## src/rtl/id_stage_fwd.sv

```systemverilog
// id_stage_fwd: decode stage with its own IF/ID register, LA32R-subset
// decoder, branch resolution and operand bypass from NUM_FWD later stages.
// Build option: define ID_FWD_EN to bypass results from the fwd_* sources;
// left undefined, any register match against a fwd source stalls instead.
module id_stage_fwd #(
    parameter int unsigned NUM_FWD  = 3,
    parameter int unsigned ALU_OP_W = 12
) (
    input  logic                  clk,
    input  logic                  reset,
    input  logic                  if_valid,
    input  logic [31:0]           if_inst,
    input  logic [31:0]           if_pc,
    output logic                  id_allow_in,
    input  logic                  ex_allow_in,
    output logic                  id_valid,
    output logic [ALU_OP_W-1:0]   id_alu_op,
    output logic [31:0]           id_src1,
    output logic [31:0]           id_src2,
    output logic [31:0]           id_rkd,
    output logic                  id_mem_en,
    output logic [3:0]            id_mem_we,
    output logic                  id_res_from_mem,
    output logic                  id_rf_we,
    output logic [4:0]            id_rf_waddr,
    output logic [31:0]           id_pc,
    output logic [4:0]            rf_raddr1,
    output logic [4:0]            rf_raddr2,
    input  logic [31:0]           rf_rdata1,
    input  logic [31:0]           rf_rdata2,
    input  logic [NUM_FWD-1:0]    fwd_we,
    input  logic [5*NUM_FWD-1:0]  fwd_addr,
    input  logic [32*NUM_FWD-1:0] fwd_data,
    input  logic [NUM_FWD-1:0]    fwd_pend,
    output logic                  br_taken,
    output logic [31:0]           br_target
);

    // pipeline register contents
    logic        id_vld;
    logic [31:0] inst_r;
    logic [31:0] pc_r;

    // id_vld is masked by reset so outputs are quiet before the first edge
    logic vld;
    assign vld = id_vld & reset;

    // instruction fields
    logic [4:0]  f_rd, f_rj, f_rk;
    logic [11:0] f_si12;
    logic [19:0] f_si20;
    logic [15:0] f_offs16;
    logic [25:0] f_offs26;

    assign f_rd     = inst_r[4:0];
    assign f_rj     = inst_r[9:5];
    assign f_rk     = inst_r[14:10];
    assign f_si12   = inst_r[21:10];
    assign f_si20   = inst_r[24:5];
    assign f_offs16 = inst_r[25:10];
    assign f_offs26 = {inst_r[9:0], inst_r[25:10]};

    // opcode match
    logic is_add, is_sub, is_slt, is_sltu, is_nor, is_and, is_or, is_xor;
    logic is_slli, is_srli, is_srai, is_addi, is_ld, is_st, is_lui;
    logic is_jirl, is_b, is_bl, is_beq, is_bne;

    assign is_add  = inst_r[31:15] == 17'h00020;
    assign is_sub  = inst_r[31:15] == 17'h00022;
    assign is_slt  = inst_r[31:15] == 17'h00024;
    assign is_sltu = inst_r[31:15] == 17'h00025;
    assign is_nor  = inst_r[31:15] == 17'h00028;
    assign is_and  = inst_r[31:15] == 17'h00029;
    assign is_or   = inst_r[31:15] == 17'h0002a;
    assign is_xor  = inst_r[31:15] == 17'h0002b;
    assign is_slli = inst_r[31:15] == 17'h00081;
    assign is_srli = inst_r[31:15] == 17'h00089;
    assign is_srai = inst_r[31:15] == 17'h00091;
    assign is_addi = inst_r[31:22] == 10'b0000001010;
    assign is_ld   = inst_r[31:22] == 10'b0010100010;
    assign is_st   = inst_r[31:22] == 10'b0010100110;
    assign is_lui  = inst_r[31:25] == 7'b0001010;
    assign is_jirl = inst_r[31:26] == 6'b010011;
    assign is_b    = inst_r[31:26] == 6'b010100;
    assign is_bl   = inst_r[31:26] == 6'b010101;
    assign is_beq  = inst_r[31:26] == 6'b010110;
    assign is_bne  = inst_r[31:26] == 6'b010111;

    // control decode
    logic        is_3r, is_shift;
    logic        use_rj, use_src2, src2_is_rd;
    logic        gr_we, sel_pc, sel_4, sel_imm;
    logic [4:0]  dest;
    logic [31:0] imm, br_offs;
    logic [11:0] op_vec;

    // derive control signals and immediates from the held instruction
    always_comb begin
        is_3r      = is_add | is_sub | is_slt | is_sltu | is_nor | is_and | is_or | is_xor;
        is_shift   = is_slli | is_srli | is_srai;
        src2_is_rd = is_st | is_beq | is_bne;
        use_rj     = is_3r | is_shift | is_addi | is_ld | is_st | is_jirl | is_beq | is_bne;
        use_src2   = is_3r | src2_is_rd;
        gr_we      = is_3r | is_shift | is_addi | is_ld | is_lui | is_jirl | is_bl;
        dest       = is_bl ? 5'd1 : f_rd;
        sel_pc     = is_bl | is_jirl;
        sel_4      = is_bl | is_jirl;
        sel_imm    = is_shift | is_addi | is_ld | is_st | is_lui;

        imm = '0;
        if (is_shift)
            imm = {27'b0, f_rk};
        else if (is_lui)
            imm = {f_si20, 12'b0};
        else
            imm = {{20{f_si12[11]}}, f_si12};

        if (is_b | is_bl)
            br_offs = {{4{f_offs26[25]}}, f_offs26, 2'b00};
        else
            br_offs = {{14{f_offs16[15]}}, f_offs16, 2'b00};

        op_vec     = '0;
        op_vec[0]  = is_add | is_addi | is_ld | is_st | is_jirl | is_bl;
        op_vec[1]  = is_sub;
        op_vec[2]  = is_slt;
        op_vec[3]  = is_sltu;
        op_vec[4]  = is_and;
        op_vec[5]  = is_nor;
        op_vec[6]  = is_or;
        op_vec[7]  = is_xor;
        op_vec[8]  = is_slli;
        op_vec[9]  = is_srli;
        op_vec[10] = is_srai;
        op_vec[11] = is_lui;
    end

    assign rf_raddr1 = f_rj;
    assign rf_raddr2 = src2_is_rd ? f_rd : f_rk;

    // bypass lookup: lowest-index matching source wins
    logic        hit1, hit2;
    logic        blk1, blk2;
    logic [31:0] rj_val, op2_val;

`ifdef ID_FWD_EN
    logic        pend1, pend2;
    logic [31:0] fdat1, fdat2;

    // find the youngest producer of each source register
    always_comb begin
        hit1  = 1'b0;
        hit2  = 1'b0;
        pend1 = 1'b0;
        pend2 = 1'b0;
        fdat1 = '0;
        fdat2 = '0;
        for (int unsigned i = 0; i < NUM_FWD; i++) begin
            if (!hit1 && fwd_we[i] && fwd_addr[i*5 +: 5] == rf_raddr1 && rf_raddr1 != 5'd0) begin
                hit1  = 1'b1;
                pend1 = fwd_pend[i];
                fdat1 = fwd_data[i*32 +: 32];
            end
            if (!hit2 && fwd_we[i] && fwd_addr[i*5 +: 5] == rf_raddr2 && rf_raddr2 != 5'd0) begin
                hit2  = 1'b1;
                pend2 = fwd_pend[i];
                fdat2 = fwd_data[i*32 +: 32];
            end
        end
        blk1    = hit1 & pend1;
        blk2    = hit2 & pend2;
        rj_val  = hit1 ? fdat1 : rf_rdata1;
        op2_val = hit2 ? fdat2 : rf_rdata2;
    end
`else
    logic unused_fwd;
    assign unused_fwd = ^{fwd_data, fwd_pend};

    // without bypass, any in-flight producer of a source stalls the consumer
    always_comb begin
        hit1 = 1'b0;
        hit2 = 1'b0;
        for (int unsigned i = 0; i < NUM_FWD; i++) begin
            if (fwd_we[i] && fwd_addr[i*5 +: 5] == rf_raddr1 && rf_raddr1 != 5'd0)
                hit1 = 1'b1;
            if (fwd_we[i] && fwd_addr[i*5 +: 5] == rf_raddr2 && rf_raddr2 != 5'd0)
                hit2 = 1'b1;
        end
        blk1    = hit1;
        blk2    = hit2;
        rj_val  = rf_rdata1;
        op2_val = rf_rdata2;
    end
`endif

    // handshake and branch resolution
    logic stall, ready_go, eq, cond;

    assign stall       = vld & ((use_rj & blk1) | (use_src2 & blk2));
    assign ready_go    = ~stall;
    assign id_allow_in = ~vld | (ready_go & ex_allow_in);
    assign id_valid    = vld & ready_go;

    assign eq        = rj_val == op2_val;
    assign cond      = (is_beq & eq) | (is_bne & ~eq) | is_b | is_bl | is_jirl;
    assign br_taken  = vld & ready_go & ex_allow_in & cond;
    assign br_target = (is_jirl ? rj_val : pc_r) + br_offs;

    // datapath outputs
    assign id_alu_op       = ALU_OP_W'(op_vec);
    assign id_src1         = sel_pc ? pc_r : rj_val;
    assign id_src2         = sel_4 ? 32'd4 : (sel_imm ? imm : op2_val);
    assign id_rkd          = op2_val;
    assign id_mem_en       = is_ld | is_st;
    assign id_mem_we       = is_st ? 4'hf : 4'h0;
    assign id_res_from_mem = is_ld;
    assign id_rf_we        = gr_we & vld & (dest != 5'd0);
    assign id_rf_waddr     = dest;
    assign id_pc           = pc_r;

    // IF/ID register: load on accept, drop the wrong-path fetch on redirect
    always_ff @(posedge clk) begin
        if (!reset) begin
            id_vld <= 1'b0;
            inst_r <= '0;
            pc_r   <= '0;
        end else if (id_allow_in) begin
            id_vld <= if_valid & ~br_taken;
            inst_r <= if_inst;
            pc_r   <= if_pc;
        end
    end

endmodule
```

## config.mk

```make
export PLATFORM = sky130hd
export DESIGN_NAME = id_stage_fwd
export DESIGN_NICKNAME = d
export VERILOG_FILES = /design/src/rtl/id_stage_fwd.sv
export SDC_FILE = /design/constraint.sdc
export NUM_CORES = 1
export LEC_CHECK = 0
export CAP_MARGIN = 20
export CORE_AREA = 3 3 175 177
export DETAILED_ROUTE_END_ITERATION = 8
export DIE_AREA = 0 0 178 180
export PLACE_DENSITY_LB_ADDON = 0.25
export SYNTH_ARGS = -nofsm -noshare
export SYNTH_HDL_FRONTEND = slang
export SYNTH_SLANG_ARGS = --single-unit
```

## constraint.sdc

```tcl
create_clock -name clk -period 4.8 [get_ports clk]
set_input_delay 0.48 -clock clk [delete_from_list [all_inputs] [get_ports clk]]
set_output_delay 0.48 -clock clk [all_outputs]
set_load 0.005 [all_outputs]
```

==> qor.yml, run 1 <==
netlist_instances: 929
cts_root_buf: "clkbuf_16"
grt_pass1_wl_mm: 51.1
routed_wl_mm: 35.6
async_flop_share_pct: 0
num_io_pins: 446
hold_depth: 2
num_vias: 7795
place_congestion: 0.885
track_usage_pct: 21.4
timing.rr.end: "inst_r[19]"
drv_cap: 0
synth-main-ff-cell: "dfxtp_1"
yosysWarnings: 0
io_buffer_count: 346
crit_fanout: 6
cts_tree: "done"
cpPeakStageDelay_ns: 0.54
critPathLaunchType: "register"
yosys-top-cells-count: "nand2_1, inv_1, mux2i_1, o21ai_0, dfxtp_1"
die_x_um: 178
layoutNonFillerInstCount: 1656
p_leak_nw: 4.88
grt_max_degree: 66
p_per_area_mw_per_mm2: 200
rrSetupSlack_ns: 1.19
max_slew_margin_pct: 39.0
status: "complete, no violations"
cts_hold_buf: 0
core_area_mm2: 0.0294
crit_arrival_ns: 4.16
ir_worst_vdd_mv: 0.121
synth_top_area_share_pct: 18.9
area_growth_pct: 62.4
dr.pass1.iters: 4
drt_iter0_drc: 475
crit_slowest_cell: "clkdlybuf4s50_1"
drive_above_1_share_pct: 12.6
avgViaCountPerCell: 4.71
synth_area_mm2: 0.00690
place_inst: 1632
worst_pin_slew_ns: 0.915
ant_nets: 0
path_clk_slew_ns: 0.06
initial_core_util_pct: 23.5
dpl_worst_slack_ns: -0.187
synth.area.top_cells: "dfxtp_1, mux2i_1, nand2_1"
reg2regPathDepth: 11
antenna_found_initial: 2
drc: 0
synth.most_common_cell: "nand2_1"
required_ns: 4.32
critPathMostFrequentCell: "buf_4"
max_freq_mhz: 215
wl_per_cell_um: 21.5
yosysSeqAreaShare_pct: 18.9
cts_sinks: 65
grt_pass1_vias: 7722
regArea_mm2: 0.00130
synth.distinct_cells: 58
cts_max_level: 3
r2r_start: "inst_r[26]"
die_h_um: 180
nets: 1540
multi_input_area_mm2: 0.00477
fp-row-count: 63
cts-buffers-inserted: 9
maxSlewViolCount: 0
worstHoldEndpoint: "inst_r[30]"
overflow: 0
synth_top_cell_by_area: "dfxtp_1"
clockBufferDepth: 2
antenna_cells: 0
finalCriticalPeriod_ns: 4.64
hpwl_mm: 28.4
grt_setup_unrepaired: "yes"
setup_viol: 0
path_class: "register to output pin"
skew_ns: 0.0149
tns_ns: 0
synth_nets: 1208
syn_area_per_cell_um2: 7.43
path_cells: "inv_1 -> nor2_1 -> nand4_1 -> buf_4 -> buf_6 -> buf_4 -> mux2_2 -> ha_4 -> nand3_1 -> or2_2 -> a211oi_2 -> a211o_1 -> a41oi_2 -> buf_4 -> o21ai_2 -> nand2_1 -> xnor2_2 -> clkdlybuf4s50_1"
ys_ff_latch: 65
hp-start: "inst_r[30]"
end_kind: "output pin"
clk_latency_ns: 0.35
hold_violations: 0
dieArea_mm2: 0.0320
nFillCells: 3099
setup_ws_ns: 0.157
fin_crit_sh_pct: 96.7
synth_edf_count: 0
hold_class: "register to register"
-- sequential cells by signal, summed over array words and instances, names as in the netlist --
signal and count:
id_pc 32, id_vld 1, inst_r 32
-- where the power goes --
part | internal [mW] | total [mW] | switching [mW] | leakage, nW
clock network | 0.409 | 0.734 | 0.324 | 0.150
registers | 0.572 | 0.615 | 0.0430 | 0.542
logic | 0.499 | 0.896 | 0.397 | 4.19
-- worst max path at each step --
| stage | start | depth (start not counted) | endpoint | slack, ns |
|---|---|---|---|---|
| 3_3_place_gp | rf_rdata1[2] | 14 | br_target[24] | -0.21 |
| 3_5_place_dp | rf_rdata1[2] | 14 | br_target[24] | -0.19 |
| 5_1_grt | inst_r[26] | 18 | br_target[26] | -0.03 |
| 6_report | inst_r[26] | 18 | br_target[26] | 0.16 |
| 4_1_cts | inst_r[26] | 18 | br_target[31] | -0.06 |
| 2_1_floorplan | inst_r[26] | 17 | br_target[24] | 0.03 |
-- logic make-up (layout without fill, tap and decap cells) --
family          Yosys count  in the layout  share of synthesized area (%)
xor+xnor                 83             83                           10.5
mux                      99             99                           14.9
compound gates          183            183                           16.5
simple gates            293            293                           19.7
flops                    65             65                           18.9
buf+inv                 176            513                           13.9
fa+ha+maj                30             30                           5.55
-- stage by stage --
| stage | instance area [µm²] | utilization (%) | hold slack [ns] | power (mW) |
|---|---|---|---|---|
| floorplan | 6900 | - | 0.469 | 0.967 |
| global placement | 10700 | 36.4 | 0.468 | 1.51 |
| detailed placement | 10700 | 36.4 | 0.473 | 1.51 |
| CTS | 11100 | 37.7 | 0.483 | 2.27 |
| global route | 11200 | 38.1 | 0.518 | 2.36 |
| finish | 11200 | 38.1 | 0.483 | 2.24 |
-- cell type report --
| type | count | share of cell area [%] |
|---|---|---|
| Timing Repair Buffer | 420 | 36.2 |
| Tap cell | 390 | 4.36 |
| Inverter | 77 | 2.58 |
| Sequential cell | 65 | 11.6 |
| Clock buffer | 9 | 2.01 |
| Clock inverter | 7 | 0.704 |
| Multi-Input combinational cell | 688 | 42.6 |
-- critical path, delay by kind of cell (launching register included) --
kind	cells	cell delay, ns
buf+inv	6	1.23
xor+xnor	1	0.15
mux	1	0.29
compound gates	4	0.72
simple gates	5	0.78
fa+ha+maj	1	0.29
flops	1	0.33
-- routing by layer --
layer	global-route usage (%)	wire length, µm	share of wire [%]	vias to the layer above
li1	-	-	-	3793
met1	28.3	15800	44	3689
met2	36.2	16900	48	283
met5	0	32	0.090	-
met3	4.41	2310	6.5	26
met4	3.90	446	1.3	4
-- placed cells by master, fill, tap and decap left out, drive strengths merged, types with 34 or more instances in the layout --
cell,n
a21oi,47
buf,75
clkdlybuf4s50,333
dfxtp,65
inv,78
mux2i,68
nand2,143
nor2,47
o21ai,71
xnor2,34
xor2,49
-- repair_timing --
action | 4_1_cts | 5_1_grt
endpoints found under the setup margin | 13 | 15
buffers inserted | 5 | 2
pin swaps | 5 | 8
endpoints found under the hold margin | 0 | 0
cloned | 1 | 0
gates resized for setup | 20 | 23
(Power assumes the default switching activity.)
==> run 2: changes to the inputs <==
--- a/config.mk
+++ b/config.mk
@@ -10,6 +10,7 @@
 export DETAILED_ROUTE_END_ITERATION = 8
 export DIE_AREA = 0 0 178 180
 export PLACE_DENSITY_LB_ADDON = 0.25
+export SETUP_SLACK_MARGIN = 0.05
 export SYNTH_ARGS = -nofsm -noshare
 export SYNTH_HDL_FRONTEND = slang
 export SYNTH_SLANG_ARGS = --single-unit
==> qor.yml, run 2 (synthesis results as in run 1) <==
p_leak_nw: 4.89
endpoint: "br_target[27]"
max_slew_margin_pct: 43.1
cpPeakStageDelay_ns: 0.54
antenna_found_initial: 1
cts_max_level: 3
fin_crit_sh_pct: 96.4
num_vias: 7835
crit_arrival_ns: 4.15
path_clk_slew_ns: 0.07
hpwl_mm: 28.8
ant_nets: 0
critPathLaunchType: "register"
ir_worst_vdd_mv: 0.118
setup_viol: 0
maxSlewViolCount: 0
wl_met2_mm: 16.9
wl_per_cell_um: 21.3
nFillCells: 3050
hold_violations: 0
max_freq_mhz: 216
grt_pass1_vias: 7976
path_class: "register to output pin"
holdWs_ns: 0.489
grt_max_degree: 66
drive_above_1_share_pct: 13.5
num_io_pins: 446
critPathMostFrequentCell: "buf_4"
worst_pin_slew_ns: 0.853
cp_num_cells: 16
cts_root_buf: "clkbuf_16"
startpoint: "inst_r[26]"
clockBufferDepth: 2
cp_top_family: "buffers and inverters"
stdcell_area_mm2: 0.0113
grt_pass1_wl_mm: 51.4
crit_fanout: 23
track_usage_pct: 21.3
place_congestion: 0.870
r2r_start: "inst_r[23]"
wl_met1_mm: 15.9
antenna_cells: 0
initial_core_util_pct: 23.5
routed_wl_mm: 35.4
skew_ns: 0.0108
end_kind: "output pin"
final_common_cell: "clkdlybuf4s50_1"
required_ns: 4.32
core_area_mm2: 0.0294
crit_slowest_cell: "clkdlybuf4s50_1"
cts_sinks: 65
reg2regPathDepth: 10
die_x_um: 178
drv_cap: 0
drt_iter0_drc: 384
status: "complete, no violations"
avgViaCountPerCell: 4.72
dr_wl_met3_mm: 2.25
cts-buffers-inserted: 9
final_cell_mix: "clkdlybuf4s50_1, nand2_1, inv_1, buf_4, mux2i_1"
clk_latency_ns: 0.35
finalCriticalPeriod_ns: 4.63
dr.max_layer_used: "met5"
hold_class: "register to register"
drc: 0
timing.rr.end: "id_pc[21]"
fp-row-count: 63
rrSetupSlack_ns: 1.16
die_h_um: 180
postPlaceCellArea_mm2: 0.0107
dr.pass1.iters: 4
area_growth_pct: 63.4
p_per_area_mw_per_mm2: 198
dieArea_mm2: 0.0320
path_cells: "inv_2 -> nor2_4 -> nand4_1 -> buf_6 -> buf_4 -> buf_12 -> mux2_2 -> ha_1 -> and4_1 -> nand2_1 -> o211ai_1 -> a221oi_2 -> o311ai_2 -> buf_4 -> xnor2_1 -> clkdlybuf4s50_1"
crit_buf_inv: 6
io_buffer_count: 346
nets: 1543
grt_setup_unrepaired: "yes"
overflow: 0
cts_tree: "done"
[run 2: changes by cell type in the layout (fill, tap and decap cells not counted), moves of 2 or more]
cell,previous run,this run
buf_4,69,71
dfxtp_1,65,63
dfxtp_2,0,2
dlymetal6s2s_1,8,6
mux2_2,31,29
mux2_4,0,2
nor2_1,47,45
nor2_4,0,2
[run 2: layout make-up]
cell class	count	area, µm²	area share [%]
Clock inverter	7	77.6	0.688
Multi-Input combinational cell	688	4790	42.5
Timing Repair Buffer	423	4100	36.4
Clock buffer	9	225	2.00
Inverter	77	289	2.56
Tap cell	390	488	4.33
Sequential cell	65	1300	11.6
[run 2: layer usage]
layer | global-route usage, % | vias to the layer above
li1 | - | 3808
met1 | 28.1 | 3738
met2 | 36.6 | 264
met3 | 4.41 | 23
met4 | 3.14 | 2
met5 | 0 | -
[run 2: report_power, final]
part	total, mW	internal (mW)	switching, mW	leakage (nW)
clock network	0.714	0.408	0.307	0.146
registers	0.618	0.572	0.0452	0.542
logic	0.898	0.504	0.394	4.20
total	2.23	1.48	0.746	4.88
[run 2: worst min path at each step]
stage / start / endpoint / slack (ns) / depth (start not counted)
after floorplan: inst_r[23] / inst_r[23] / 0.47 / 2
after global placement: id_pc[21] / id_pc[21] / 0.47 / 2
after detailed placement: id_pc[24] / id_pc[24] / 0.48 / 2
after CTS: id_pc[24] / id_pc[24] / 0.49 / 2
after global routing: id_pc[20] / id_pc[20] / 0.52 / 2
final: id_pc[24] / id_pc[24] / 0.49 / 2
[run 2: worst min-delay path, stage by stage, from the launching register on]
cell and delay [ns]:
dfxtp_1 0.32, inv_1 0.07, mux2i_1 0.06
[run 2: timing repair]
item	in CTS	in global routing
pin swaps	8	15
setup endpoints to repair	15	17
gates resized for setup	27	36
hold buffers	0	0
gates cloned	0	1
buffers inserted	5	5
[run 2: metrics by stage]
stage	setup TNS (ns)	power (mW)	setup slack (ns)	std cells	util (%)
floorplan	0	0.967	0.0744	929	-
global placement	-0.718	1.52	-0.201	1633	36.4
detailed placement	-1.08	1.52	-0.225	1633	36.4
CTS	0	2.24	0.0489	1654	37.8
global route	-0.0785	2.34	-0.0566	1659	38.3
finish	0	2.23	0.171	1659	38.3
